File: src/rtl/alu_pkg.sv
// Shared definitions for the ALU issue controller: command codes, ALU op selects,
// FSM encoding and the command-to-ALU-control decode.
package alu_pkg;

  localparam logic [1:0] CMD_AND = 2'b00;
  localparam logic [1:0] CMD_OR  = 2'b01;
  localparam logic [1:0] CMD_ADD = 2'b10;
  localparam logic [1:0] CMD_SUB = 2'b11;

  localparam logic [1:0] OP_AND   = 2'b00;
  localparam logic [1:0] OP_OR    = 2'b01;
  localparam logic [1:0] OP_ARITH = 2'b10;

  typedef enum logic [1:0] {
    IDLE = 2'b00,
    EXEC = 2'b01,
    RESP = 2'b10
  } state_e;

  typedef struct packed {
    logic [1:0] op;
    logic       binv;
    logic       cin;
  } alu_ctrl_t;

  // SUB is a + ~b + 1 on the shared adder.
  function automatic alu_ctrl_t decode_cmd(input logic [1:0] code);
    alu_ctrl_t c;
    c = '{op: OP_AND, binv: 1'b0, cin: 1'b0};
    case (code)
      CMD_AND: c = '{op: OP_AND,   binv: 1'b0, cin: 1'b0};
      CMD_OR:  c = '{op: OP_OR,    binv: 1'b0, cin: 1'b0};
      CMD_ADD: c = '{op: OP_ARITH, binv: 1'b0, cin: 1'b0};
      CMD_SUB: c = '{op: OP_ARITH, binv: 1'b1, cin: 1'b1};
      default: c = '{op: OP_AND,   binv: 1'b0, cin: 1'b0};
    endcase
    return c;
  endfunction

endpackage

File: src/rtl/alu_flags.sv
// Combinational status flags for a completed ALU operation (carry, zero, negative,
// signed overflow); carry and overflow are only meaningful for ADD/SUB.
module alu_flags
  import alu_pkg::*;
(
  input  logic [1:0]  code,
  input  logic        a_msb,
  input  logic        b_msb,
  input  logic [31:0] result,
  input  logic        cout,
  output logic        carry,
  output logic        zero,
  output logic        neg,
  output logic        ovf
);

  always_comb begin
    carry = 1'b0;
    ovf   = 1'b0;
    zero  = (result == 32'd0);
    neg   = result[31];
    case (code)
      CMD_ADD: begin
        carry = cout;
        ovf   = (a_msb == b_msb) && (result[31] != a_msb);
      end
      CMD_SUB: begin
        carry = cout;
        ovf   = (a_msb != b_msb) && (result[31] != a_msb);
      end
      default: begin
        carry = 1'b0;
        ovf   = 1'b0;
      end
    endcase
  end

endmodule

File: src/rtl/alu_issue_ctrl.sv
// Issues one command at a time to an external combinational ALU: IDLE -> EXEC -> RESP,
// 3 cycles minimum per command; the response is held in RESP until rsp_ready.
module alu_issue_ctrl
  import alu_pkg::*;
#(
  parameter int TAG_W = 4,
  parameter int CNT_W = 16
) (
  input  logic             clk,
  input  logic             rst,
  input  logic             cmd_valid,
  output logic             cmd_ready,
  input  logic [1:0]       cmd_code,
  input  logic [31:0]      cmd_a,
  input  logic [31:0]      cmd_b,
  input  logic [TAG_W-1:0] cmd_tag,
  output logic [31:0]      alu_a,
  output logic [31:0]      alu_b,
  output logic [1:0]       alu_op,
  output logic             alu_binv,
  output logic             alu_cin,
  input  logic [31:0]      alu_result,
  input  logic             alu_cout,
  output logic             rsp_valid,
  input  logic             rsp_ready,
  output logic [31:0]      rsp_result,
  output logic             rsp_carry,
  output logic             rsp_zero,
  output logic             rsp_neg,
  output logic             rsp_ovf,
  output logic [TAG_W-1:0] rsp_tag,
  output logic [CNT_W-1:0] ops_done
);

  state_e           state_q, state_d;
  logic [31:0]      a_q, a_d, b_q, b_d;
  alu_ctrl_t        ctrl_q, ctrl_d;
  logic [1:0]       code_q, code_d;
  logic [TAG_W-1:0] tag_q, tag_d;
  logic [31:0]      result_q, result_d;
  logic [3:0]       flags_q, flags_d;
  logic [CNT_W-1:0] ops_q, ops_d;

  logic f_carry, f_zero, f_neg, f_ovf;

  alu_flags u_flags (
    .code   (code_q),
    .a_msb  (a_q[31]),
    .b_msb  (b_q[31]),
    .result (alu_result),
    .cout   (alu_cout),
    .carry  (f_carry),
    .zero   (f_zero),
    .neg    (f_neg),
    .ovf    (f_ovf)
  );

  always_ff @(posedge clk) begin
    if (rst) begin
      state_q  <= IDLE;
      a_q      <= '0;
      b_q      <= '0;
      ctrl_q   <= '0;
      code_q   <= '0;
      tag_q    <= '0;
      result_q <= '0;
      flags_q  <= '0;
      ops_q    <= '0;
    end else begin
      state_q  <= state_d;
      a_q      <= a_d;
      b_q      <= b_d;
      ctrl_q   <= ctrl_d;
      code_q   <= code_d;
      tag_q    <= tag_d;
      result_q <= result_d;
      flags_q  <= flags_d;
      ops_q    <= ops_d;
    end
  end

  always_comb begin
    state_d  = state_q;
    a_d      = a_q;
    b_d      = b_q;
    ctrl_d   = ctrl_q;
    code_d   = code_q;
    tag_d    = tag_q;
    result_d = result_q;
    flags_d  = flags_q;
    ops_d    = ops_q;
    case (state_q)
      IDLE: begin
        if (cmd_valid) begin
          a_d     = cmd_a;
          b_d     = cmd_b;
          ctrl_d  = decode_cmd(cmd_code);
          code_d  = cmd_code;
          tag_d   = cmd_tag;
          state_d = EXEC;
        end
      end
      EXEC: begin
        result_d = alu_result;
        flags_d  = {f_carry, f_zero, f_neg, f_ovf};
        state_d  = RESP;
      end
      RESP: begin
        if (rsp_ready) begin
          ops_d   = ops_q + CNT_W'(1);
          state_d = IDLE;
        end
      end
      default: state_d = IDLE;
    endcase
  end

  // The ALU operand/control registers are only reloaded on accept, so they
  // keep showing the last command outside EXEC.
  always_comb begin
    cmd_ready  = (state_q == IDLE);
    rsp_valid  = (state_q == RESP);
    alu_a      = a_q;
    alu_b      = b_q;
    alu_op     = ctrl_q.op;
    alu_binv   = ctrl_q.binv;
    alu_cin    = ctrl_q.cin;
    rsp_result = result_q;
    rsp_carry  = flags_q[3];
    rsp_zero   = flags_q[2];
    rsp_neg    = flags_q[1];
    rsp_ovf    = flags_q[0];
    rsp_tag    = tag_q;
    ops_done   = ops_q;
  end

endmodule

File: config.mk
export PLATFORM = sky130hd
export DESIGN_NAME = alu_issue_ctrl
export DESIGN_NICKNAME = d
export VERILOG_FILES = /design/src/rtl/alu_pkg.sv /design/src/rtl/alu_flags.sv /design/src/rtl/alu_issue_ctrl.sv
export SDC_FILE = /design/constraint.sdc
export NUM_CORES = 1
export LEC_CHECK = 0
export CORE_ASPECT_RATIO = 1.2
export CORE_MARGIN = 2
export CORE_UTILIZATION = 38
export DETAILED_ROUTE_END_ITERATION = 7
export PLACE_DENSITY_LB_ADDON = 0.15
export SLEW_MARGIN = 0
export SYNTH_ARGS = -nofsm -noshare
export SYNTH_HDL_FRONTEND = slang
export SYNTH_SLANG_ARGS = --single-unit
File: constraint.sdc
create_clock -name clk -period 1.6 [get_ports clk]
set_input_delay 0.32 -clock clk [delete_from_list [all_inputs] [get_ports clk]]
set_output_delay 0.32 -clock clk [all_outputs]
set_load 0.03 [all_outputs]
# Word-level counts from Yosys, hierarchy flattened
# Cells that the tools add are included.
# totals
register_bits	128
output_inout_bits	126
# op_classes
add_sub_neg	1
eq_ne	12
n_mux	6
reduce_logical	9
# op_table
op	count
$logic_not A32 Y1	1
$add A16 B1 Y16 const B	1
$pmux W4 S4	1
$eq A2 B2 Y1 const B	5
$pmux W2 S3	1
$reduce_and A2 Y1	3
$eq A2 B1 Y1 const B	2
$logic_not A2 Y1	2
$mux W2	2
$logic_and A1 B1 Y1	2
$ne A1 B1 Y1	2
$ne A2 B1 Y1 const B	1
$ne A2 B2 Y1 const B	1
$pmux W1 S2	1
$reduce_or A2 Y1	1
$eq A1 B1 Y1	1
$mux W1	1

# Logic depth before layout (Yosys ltp)
# Gate-level depths: netlist of run 1.
# logic_depth
ltp_word	3
ltp_mapped	6
mapped_depth_nobuf	4

# By module
# From an unflattened synthesis of run 1, not the netlist that was laid out.
# hier_totals
hier_cells	586
hier_area_um2	4648.2
# modules_own_cells
module	n_inst	cells_per_inst	area_per_inst_um2	seq_area_each_um2
alu_issue_ctrl	1	568	4529.3	2542.4
alu_flags	1	18	118.9	0.0

# Worst setup path before layout of run 1
# Ideal clock, no wire load.
# synth_timing
path_kind	register -> register
startpoint	reg ops_q[3] (netlist: ops_done[3])
endpoint	reg ops_q[15] (netlist: ops_done[15])
arrival_time_ps	1590
required_ps	1530
path_slack_ps	-61
stages_incl_launch_ff	5
n_path_buf	0
period_less_slack_ps	1661
path_cell_list	dfxtp_1 -> and3_1 -> nand4_4 -> or4_1 -> a21oi_1
# synth_via
elab_chain_cells	1
# synth_rtl
item	line_no	text
start: declaration	alu_issue_ctrl.sv:42	logic [CNT_W-1:0] ops_q, ops_d;
start signal: assignment	alu_issue_ctrl.sv:78	ops_q <= ops_d;
$add A16 B1 Y16	alu_issue_ctrl.sv:110	ops_d = ops_q + CNT_W'(1);
# Every way passes these cells.
# A chain may end at the register's enable or synchronous reset.

# Worst setup path in the final report of run 1
# layout_timing
startpoint	reg ops_q[11] (netlist: ops_done[11])
endpoint	out ops_done[11]
# layout_lines
item	line_no	text
end: declaration	alu_issue_ctrl.sv:32	output logic [CNT_W-1:0] ops_done
# No word-level cell between the ends.

==> flow_metrics.py, run 1 <==
metrics = {
    "pwr": {
        "power.density_nw_per_um2": 1160,
        "p_leak_nw": 3.41,
        "peakVddDrop_uv": 736,
        "finalPower_w": 0.00890,
    },
    "yosys": {
        "ys_seq_area_frac": 0.548,
        "synth_fp_nets": 687,
        "synthCells": 579,
        "synthAdderAreaFrac": 0.00272,
        "synth_top_area_share": 0.548,
        "netlist_area_um2": 4600,
        "synthSimpleGateAreaFrac": 0.252,
        "synth_area_leaders": "dfxtp_1, nand2_1, a21oi_1, clkbuf_1, xor2_1",
        "synth_top_family_by_area": "simple AND/OR/NAND/NOR gates",
        "synth_mux_area_frac": 0,
        "ys_warn_count": 0,
        "synth_cell_types": 30,
        "synth-xor-area-share": 0.0171,
        "synth_seq_cells": 126,
        "synth-compound-area-share": 0.137,
        "synth.avg_cell_area_um2": 7.95,
        "yosys.area.top_type": "dfxtp_1",
    },
    "cells_and_area": {
        "fill_cells": 1121,
        "layout-drive-gt1-share": 0.0838,
        "multiInputGateArea_um2": 1900,
        "mostFrequentLayoutCells": "nand2_1, dlygate4sd2_1, dfxtp_1, a21oi_1, clkdlybuf4s50_1",
        "syn_to_final_growth_pct": 66.9,
        "utilization": 0.643,
        "num-nets-final": 918,
        "ff_latch_area_um2": 2530,
        "antennaDiodeCount": 0,
        "final_common_cell": "nand2_1",
        "stdcell_count": 984,
    },
    "clock_network": {
        "cts_hold_buf": 0,
        "clock_sinks": 126,
        "cts_buffer_depth": 2,
        "worstSkewPairLatency_ns": 0.41,
        "clockRootBuffer": "clkbuf_16",
        "cts_buffers": 17,
        "cts_tree": "done",
        "cts_max_level": 4,
        "clkTransAtPathRegs_ns": 0.06,
    },
    "timing": {
        "max_freq_mhz": 647,
        "tns_ns": 0,
        "slew_viol_final": 0,
        "tightest_slew_ns": 0.535,
        "relSlewSlack": 0.643,
        "setup_viol": 0,
        "rsz0062_at_grt": "no",
        "hold_viol": 0,
        "fin_crit_sh": 0.966,
        "layout_min_cycle_time_ns": 1.55,
        "whs_ns": 0.263,
        "fin_skew_ns": 0.00759,
    },
    "worst_setup_path": {
        "cpPeakStageDelay_ns": 0.43,
        "cpMaxStageDelayCell": "dlygate4sd2_1",
        "crit_cells": 1,
        "critPathMaxFanout": 5,
        "startpoint_type": "register",
        "crit_buf_inv": 1,
        "required_ns": 1.28,
        "r2r_setup_slack_ns": 0.10,
        "path_delay_family": "buffers and inverters",
        "reg2reg_to": "ops_done[15]$_SDFFE_PP0P_",
        "reg2reg_depth": 4,
        "r2r_start": "ops_done[11]$_SDFFE_PP0P_",
        "critPathCaptureType": "output pin",
        "critPathKind": "register to output pin",
        "crit_chain": "dlygate4sd2_1",
        "cp.arrival_ns": 1.23,
    },
    "route": {
        "drc_errors": 0,
        "drtIter0Drc": 217,
        "post_drt_wl_per_cell_um": 14.0,
        "postRouteAntennaNets": 0,
        "vias": 4738,
        "drtPass1Iterations": 4,
        "viasPerCell": 4.82,
        "wirelength_um": 13800,
    },
    "global_route": {
        "grt_pass1_wl_um": 22500,
        "grt.overflow.total": 0,
        "grt_usage": 0.215,
        "grt_pass1_vias": 4789,
        "grt_max_degree": 127,
        "antenna_found_initial": 0,
    },
    "placed_design": {
        "place_inst": 950,
        "gp_congestion": 0.826,
        "place.port_buffers": 232,
        "dp_hpwl_um": 9910,
    },
    "floorplanning": {
        "core_area_um2": 11900,
        "design.die.area_um2": 13000,
        "die_w_um": 104,
        "rows": 44,
        "die_h_um": 125,
        "initial_core_util": 0.385,
        "pin_count": 233,
    },
    "worst_hold_path": {
        "min_to": "flags_q[2]$_SDFFE_PP0N_",
        "min_path_type": "input port to register",
        "hold_start": "rst",
        "whs_path_depth": 4,
    },
    "status": {
        "status": "finished, final reports clean",
    },
    "job": {
        "drv_cap": 0,
    },
}
[kinds of logic (layout without fill, tap and decap cells)]
kind of cell / after synthesis / count (layout)
simple gates: 274 / 274
flops: 126 / 126
compound gates: 125 / 125
buf+inv: 44 / 288
xor+xnor: 9 / 9
fa+ha+maj: 1 / 1
[timing repair]
action	in CTS	in global routing
buffers inserted	0	2
endpoints found under the setup margin	125	10
pin swaps	0	1
resized for setup	126	7
[cell usage after synthesis (all sizes together)]
cell and count:
nand2 217, dfxtp 126, a21oi 116, clkbuf 31
buf 12, nor2 11, nand3 10, nand4 7
nor4 7, o21ai 7, xor2 7, or3 6
and2 3, and4b 2, nand3b 2, nor3 2
o31ai 2, xnor2 2, and2b 1, and3 1
and4 1, ha 1, inv 1, nand2b 1
nor2b 1, or2b 1, or4 1
[routing by layer]
layer | global-route usage | vias up | routed length [um]
met5 | 0 | - | 0
met4 | 0.0795 | 0 | 272
met3 | 0.0926 | 20 | 1240
met2 | 0.376 | 176 | 6970
met1 | 0.227 | 2177 | 5310
li1 | - | 2365 | -
[cell type report]
class                           instances  area share
Clock buffer                           18      0.0572
Clock inverter                         14      0.0282
Inverter                                1    0.000489
Multi-Input combinational cell        409       0.248
Sequential cell                       126       0.329
Tap cell                              161      0.0262
Timing Repair Buffer                  255       0.311
[registers in the layout (all words and copies together), names as in the netlist]
signal,flops
rsp_result,31
rsp_tag,4
state_q,2
alu_binv,1
code_q,2
alu_op,2
flags_q,4
alu_a,32
ops_done,16
alu_b,32
[stage by stage]
stage               setup WS (ns)  cell area (um2)
floorplan                 -0.0435             4610
global placement           -0.363             7140
detailed placement         -0.379             7140
CTS                       0.00172             7650
global route              0.00185             7680
finish                     0.0542             7680
[power by group]
| part | switching, W | internal, W | total, W |
|---|---|---|---|
| clock | 0.00142 | 0.00281 | 0.00423 |
| sequential | 0.0000780 | 0.00330 | 0.00338 |
| combinational | 0.000746 | 0.000542 | 0.00129 |
[worst max path at each step]
stage,end,slack (ns),start
after floorplan,ops_done[15]$_SDFFE_PP0P_,-0.04,ops_done[4]$_SDFFE_PP0P_
after detailed placement,ops_done[11]$_SDFFE_PP0P_,-0.38,rsp_ready
final,ops_done[11],0.05,ops_done[11]$_SDFFE_PP0P_
after global placement,ops_done[15]$_SDFFE_PP0P_,-0.36,rsp_ready
after CTS,rsp_valid,0.002,state_q[1]$_SDFFE_PP0P_
after global routing,ops_done[11],0.002,ops_done[11]$_SDFFE_PP0P_
(Power assumes the default switching activity.)
==> run 2: changes to the inputs <==
--- a/config.mk
+++ b/config.mk
@@ -5,11 +5,12 @@
 export SDC_FILE = /design/constraint.sdc
 export NUM_CORES = 1
 export LEC_CHECK = 0
+export ABC_AREA = 1
 export CORE_ASPECT_RATIO = 1.2
 export CORE_MARGIN = 2
 export CORE_UTILIZATION = 38
 export DETAILED_ROUTE_END_ITERATION = 7
-export PLACE_DENSITY_LB_ADDON = 0.15
+export PLACE_DENSITY = 0.73
 export SLEW_MARGIN = 0
 export SYNTH_ARGS = -nofsm -noshare
 export SYNTH_HDL_FRONTEND = slang
==> run 2 against run 1 <==
  * Die area is 3.7% higher
  * Fmax up 1.2%
  * Routed wire length rose by 3.4%
  * Combinational power increased by 26%
  * Via count up 2.3%
  * Cell area increased by 0.44%
  * Non-clock buffer count fell by 2
  * Power down 1.4%
  * Critical path type unchanged
==> flow_metrics.py, run 2 <==
metrics = {
    "status": {
        "status": "finished, final reports clean",
    },
    "timing": {
        "tightest_slew_ns": 0.414,
        "rsz0062_at_grt": "no",
        "relSlewSlack": 0.724,
        "layout_min_cycle_time_ns": 1.53,
        "fin_crit_sh": 0.955,
        "fin_ws_ns": 0.0722,
        "max_freq_mhz": 655,
        "fin_skew_ns": 0.00892,
        "tns_ns": 0,
        "setup_viol": 0,
        "hold_viol": 0,
        "slew_viol_final": 0,
    },
    "clock_network": {
        "cts_tree": "done",
        "cts_max_level": 4,
        "cts_buffers": 17,
        "postCtsSetupRepairBufs": 0,
        "worstSkewPairLatency_ns": 0.40,
        "clkTransAtPathRegs_ns": 0.05,
        "clockRootBuffer": "clkbuf_16",
        "clock_sinks": 126,
        "cts_buffer_depth": 2,
    },
    "floorplanning": {
        "die_w_um": 106,
        "rows": 44,
        "pin_count": 233,
        "die_h_um": 127,
        "core_area_um2": 12200,
        "design.die.area_um2": 13500,
        "initial_core_util": 0.393,
    },
    "worst_setup_path": {
        "startpoint_type": "register",
        "path_delay_family": "buffers and inverters",
        "required_ns": 1.28,
        "r2r_start": "state_q[1]$_SDFFE_PP0P_",
        "cpMaxStageDelayCell": "dlygate4sd2_1",
        "critPathCaptureType": "output pin",
        "reg2reg_depth": 7,
        "critPathKind": "register to output pin",
        "crit_buf_inv": 1,
        "cp.arrival_ns": 1.21,
        "crit_chain": "dlygate4sd2_1",
        "r2r_setup_slack_ns": 0.15,
        "cpPeakStageDelay_ns": 0.45,
        "reg2reg_to": "alu_binv$_SDFFE_PP0P_",
        "critPathMaxFanout": 3,
    },
    "placed_design": {
        "placed_cell_area_um2": 7300,
        "dp_hpwl_um": 10500,
        "place.port_buffers": 232,
        "place_ws_ns": -0.0274,
        "gp_congestion": 0.785,
    },
    "worst_hold_path": {
        "min_to": "alu_op[1]$_SDFFE_PP0P_",
        "whs_path_depth": 2,
        "hold_start": "alu_op[1]$_SDFFE_PP0P_",
        "min_path_type": "register to register",
    },
    "yosys": {
        "ys_seq_area_frac": 0.528,
        "ys_warn_count": 0,
        "netlist_top_cells_count": "nor2_1, dfxtp_1, o21ai_1",
        "synth_top_area_share": 0.528,
        "synth_seq_cells": 126,
        "synth_cell_types": 28,
        "async_flop_share": 0,
        "synth_ff_type": "dfxtp_1",
        "synthCells": 636,
        "netlist_area_um2": 4780,
        "yosysMostFrequentCell": "nor2_1",
        "synth_fp_nets": 744,
        "synth_area_leaders": "dfxtp_1, nor2_1, o21ai_1, o21ai_0, nand2_1",
        "synth.avg_cell_area_um2": 7.51,
        "synth_edf_count": 0,
        "yosys.area.top_type": "dfxtp_1",
    },
    "global_route": {
        "grt.overflow.total": 0,
        "antenna_found_initial": 0,
        "grt_max_degree": 63,
        "grt_usage": 0.209,
        "grt_pass1_vias": 4833,
        "grt_pass1_wl_um": 22600,
    },
    "job": {
        "drv_cap": 0,
    },
    "pwr": {
        "p_leak_nw": 3.52,
        "peakVddDrop_uv": 611,
        "power.density_nw_per_um2": 1140,
    },
    "cells_and_area": {
        "num-nets-final": 977,
        "antennaDiodeCount": 0,
        "layout-drive-gt1-share": 0.0805,
        "mostFrequentLayoutCells": "nor2_1, dfxtp_1, dlygate4sd2_1, clkdlybuf4s50_1, o21ai_1",
        "syn_to_final_growth_pct": 61.4,
        "final_common_cell": "nor2_1",
        "fill_cells": 1149,
        "fin_area_um2": 7710,
    },
    "route": {
        "vias": 4847,
        "post_drt_wl_per_cell_um": 13.7,
        "drtPass1Iterations": 4,
        "viasPerCell": 4.65,
        "wirelength_um": 14300,
        "drc_errors": 0,
        "postRouteAntennaNets": 0,
        "drtIter0Drc": 155,
    },
}
==> run 2: per-stage QoR <==
step / cells / hold WS [ns] / util / total power [W]
floorplan: 636 / 0.450 / - / 0.00448
global placement: 1011 / 0.456 / 0.600 / 0.00531
detailed placement: 1011 / 0.464 / 0.600 / 0.00534
CTS: 1043 / 0.469 / 0.634 / 0.00888
global route: 1043 / 0.483 / 0.634 / 0.00918
finish: 1043 / 0.466 / 0.634 / 0.00877
==> run 2: logic make-up (layout without fill, tap and decap cells) <==
logic type,after synthesis,after routing,synth area share
and+or+nand+nor,316,316,0.269
AOI/OAI and AO/OA,126,126,0.134
xor gates and xnor gates,2,2,0.00367
buffers and inverters,65,311,0.0629
DFF,126,126,0.528
adders and majority gates,1,1,0.00262
==> run 2: where the power goes <==
part           switching, W  leakage (nW)  internal, W
Clock               0.00134         0.265      0.00232
Combinational      0.000977          2.21     0.000652
Sequential         0.000113          1.04      0.00337
==> run 2: worst max-delay path by stage <==
stage	start	endpoint	cells past startpoint
final	alu_b[31]$_SDFFE_PP0P_	alu_b[31]	1
after CTS	state_q[1]$_SDFFE_PP0P_	cmd_ready	3
after global routing	ops_done[10]$_SDFFE_PP0P_	ops_done[10]	1
after detailed placement	rsp_ready	ops_done[5]$_SDFFE_PP0P_	6
after floorplan	ops_done[0]$_SDFFE_PP0P_	ops_done[10]$_SDFFE_PP0P_	8
after global placement	rsp_ready	ops_done[5]$_SDFFE_PP0P_	6
==> run 2: area by class of cell <==
cell class | instances | area (um2) | share of cell area
Clock buffer | 21 | 450 | 0.0584
Clock inverter | 11 | 118 | 0.0152
Inverter | 26 | 97.6 | 0.0127
Multi-Input combinational cell | 445 | 1960 | 0.254
Sequential cell | 126 | 2520 | 0.327
Tap cell | 161 | 201 | 0.0261
Timing Repair Buffer | 253 | 2360 | 0.306
==> run 2: timing repair <==
action | 4_1_cts | 5_1_grt
endpoints found under the setup margin | 126 | 10
hold buffers | 0 | 0
endpoints found under the hold margin | 0 | 0
gates cloned | 0 | 0
pin swaps | 0 | 0
resized for setup | 128 | 7
==> run 2: tightest hold or removal path, stage by stage (launching register included) <==
cell and delay, ns:
dfxtp_1 0.31, nand2_1 0.06, a21oi_1 0.05
==> run 2: layer usage <==
layer  wire [um]  track usage  vias up
met5           0            0        -
met4         226       0.0673        0
met3        1120       0.0822       14
met2        7470        0.388      166
met1        5430        0.214     2171
li1            -            -     2496
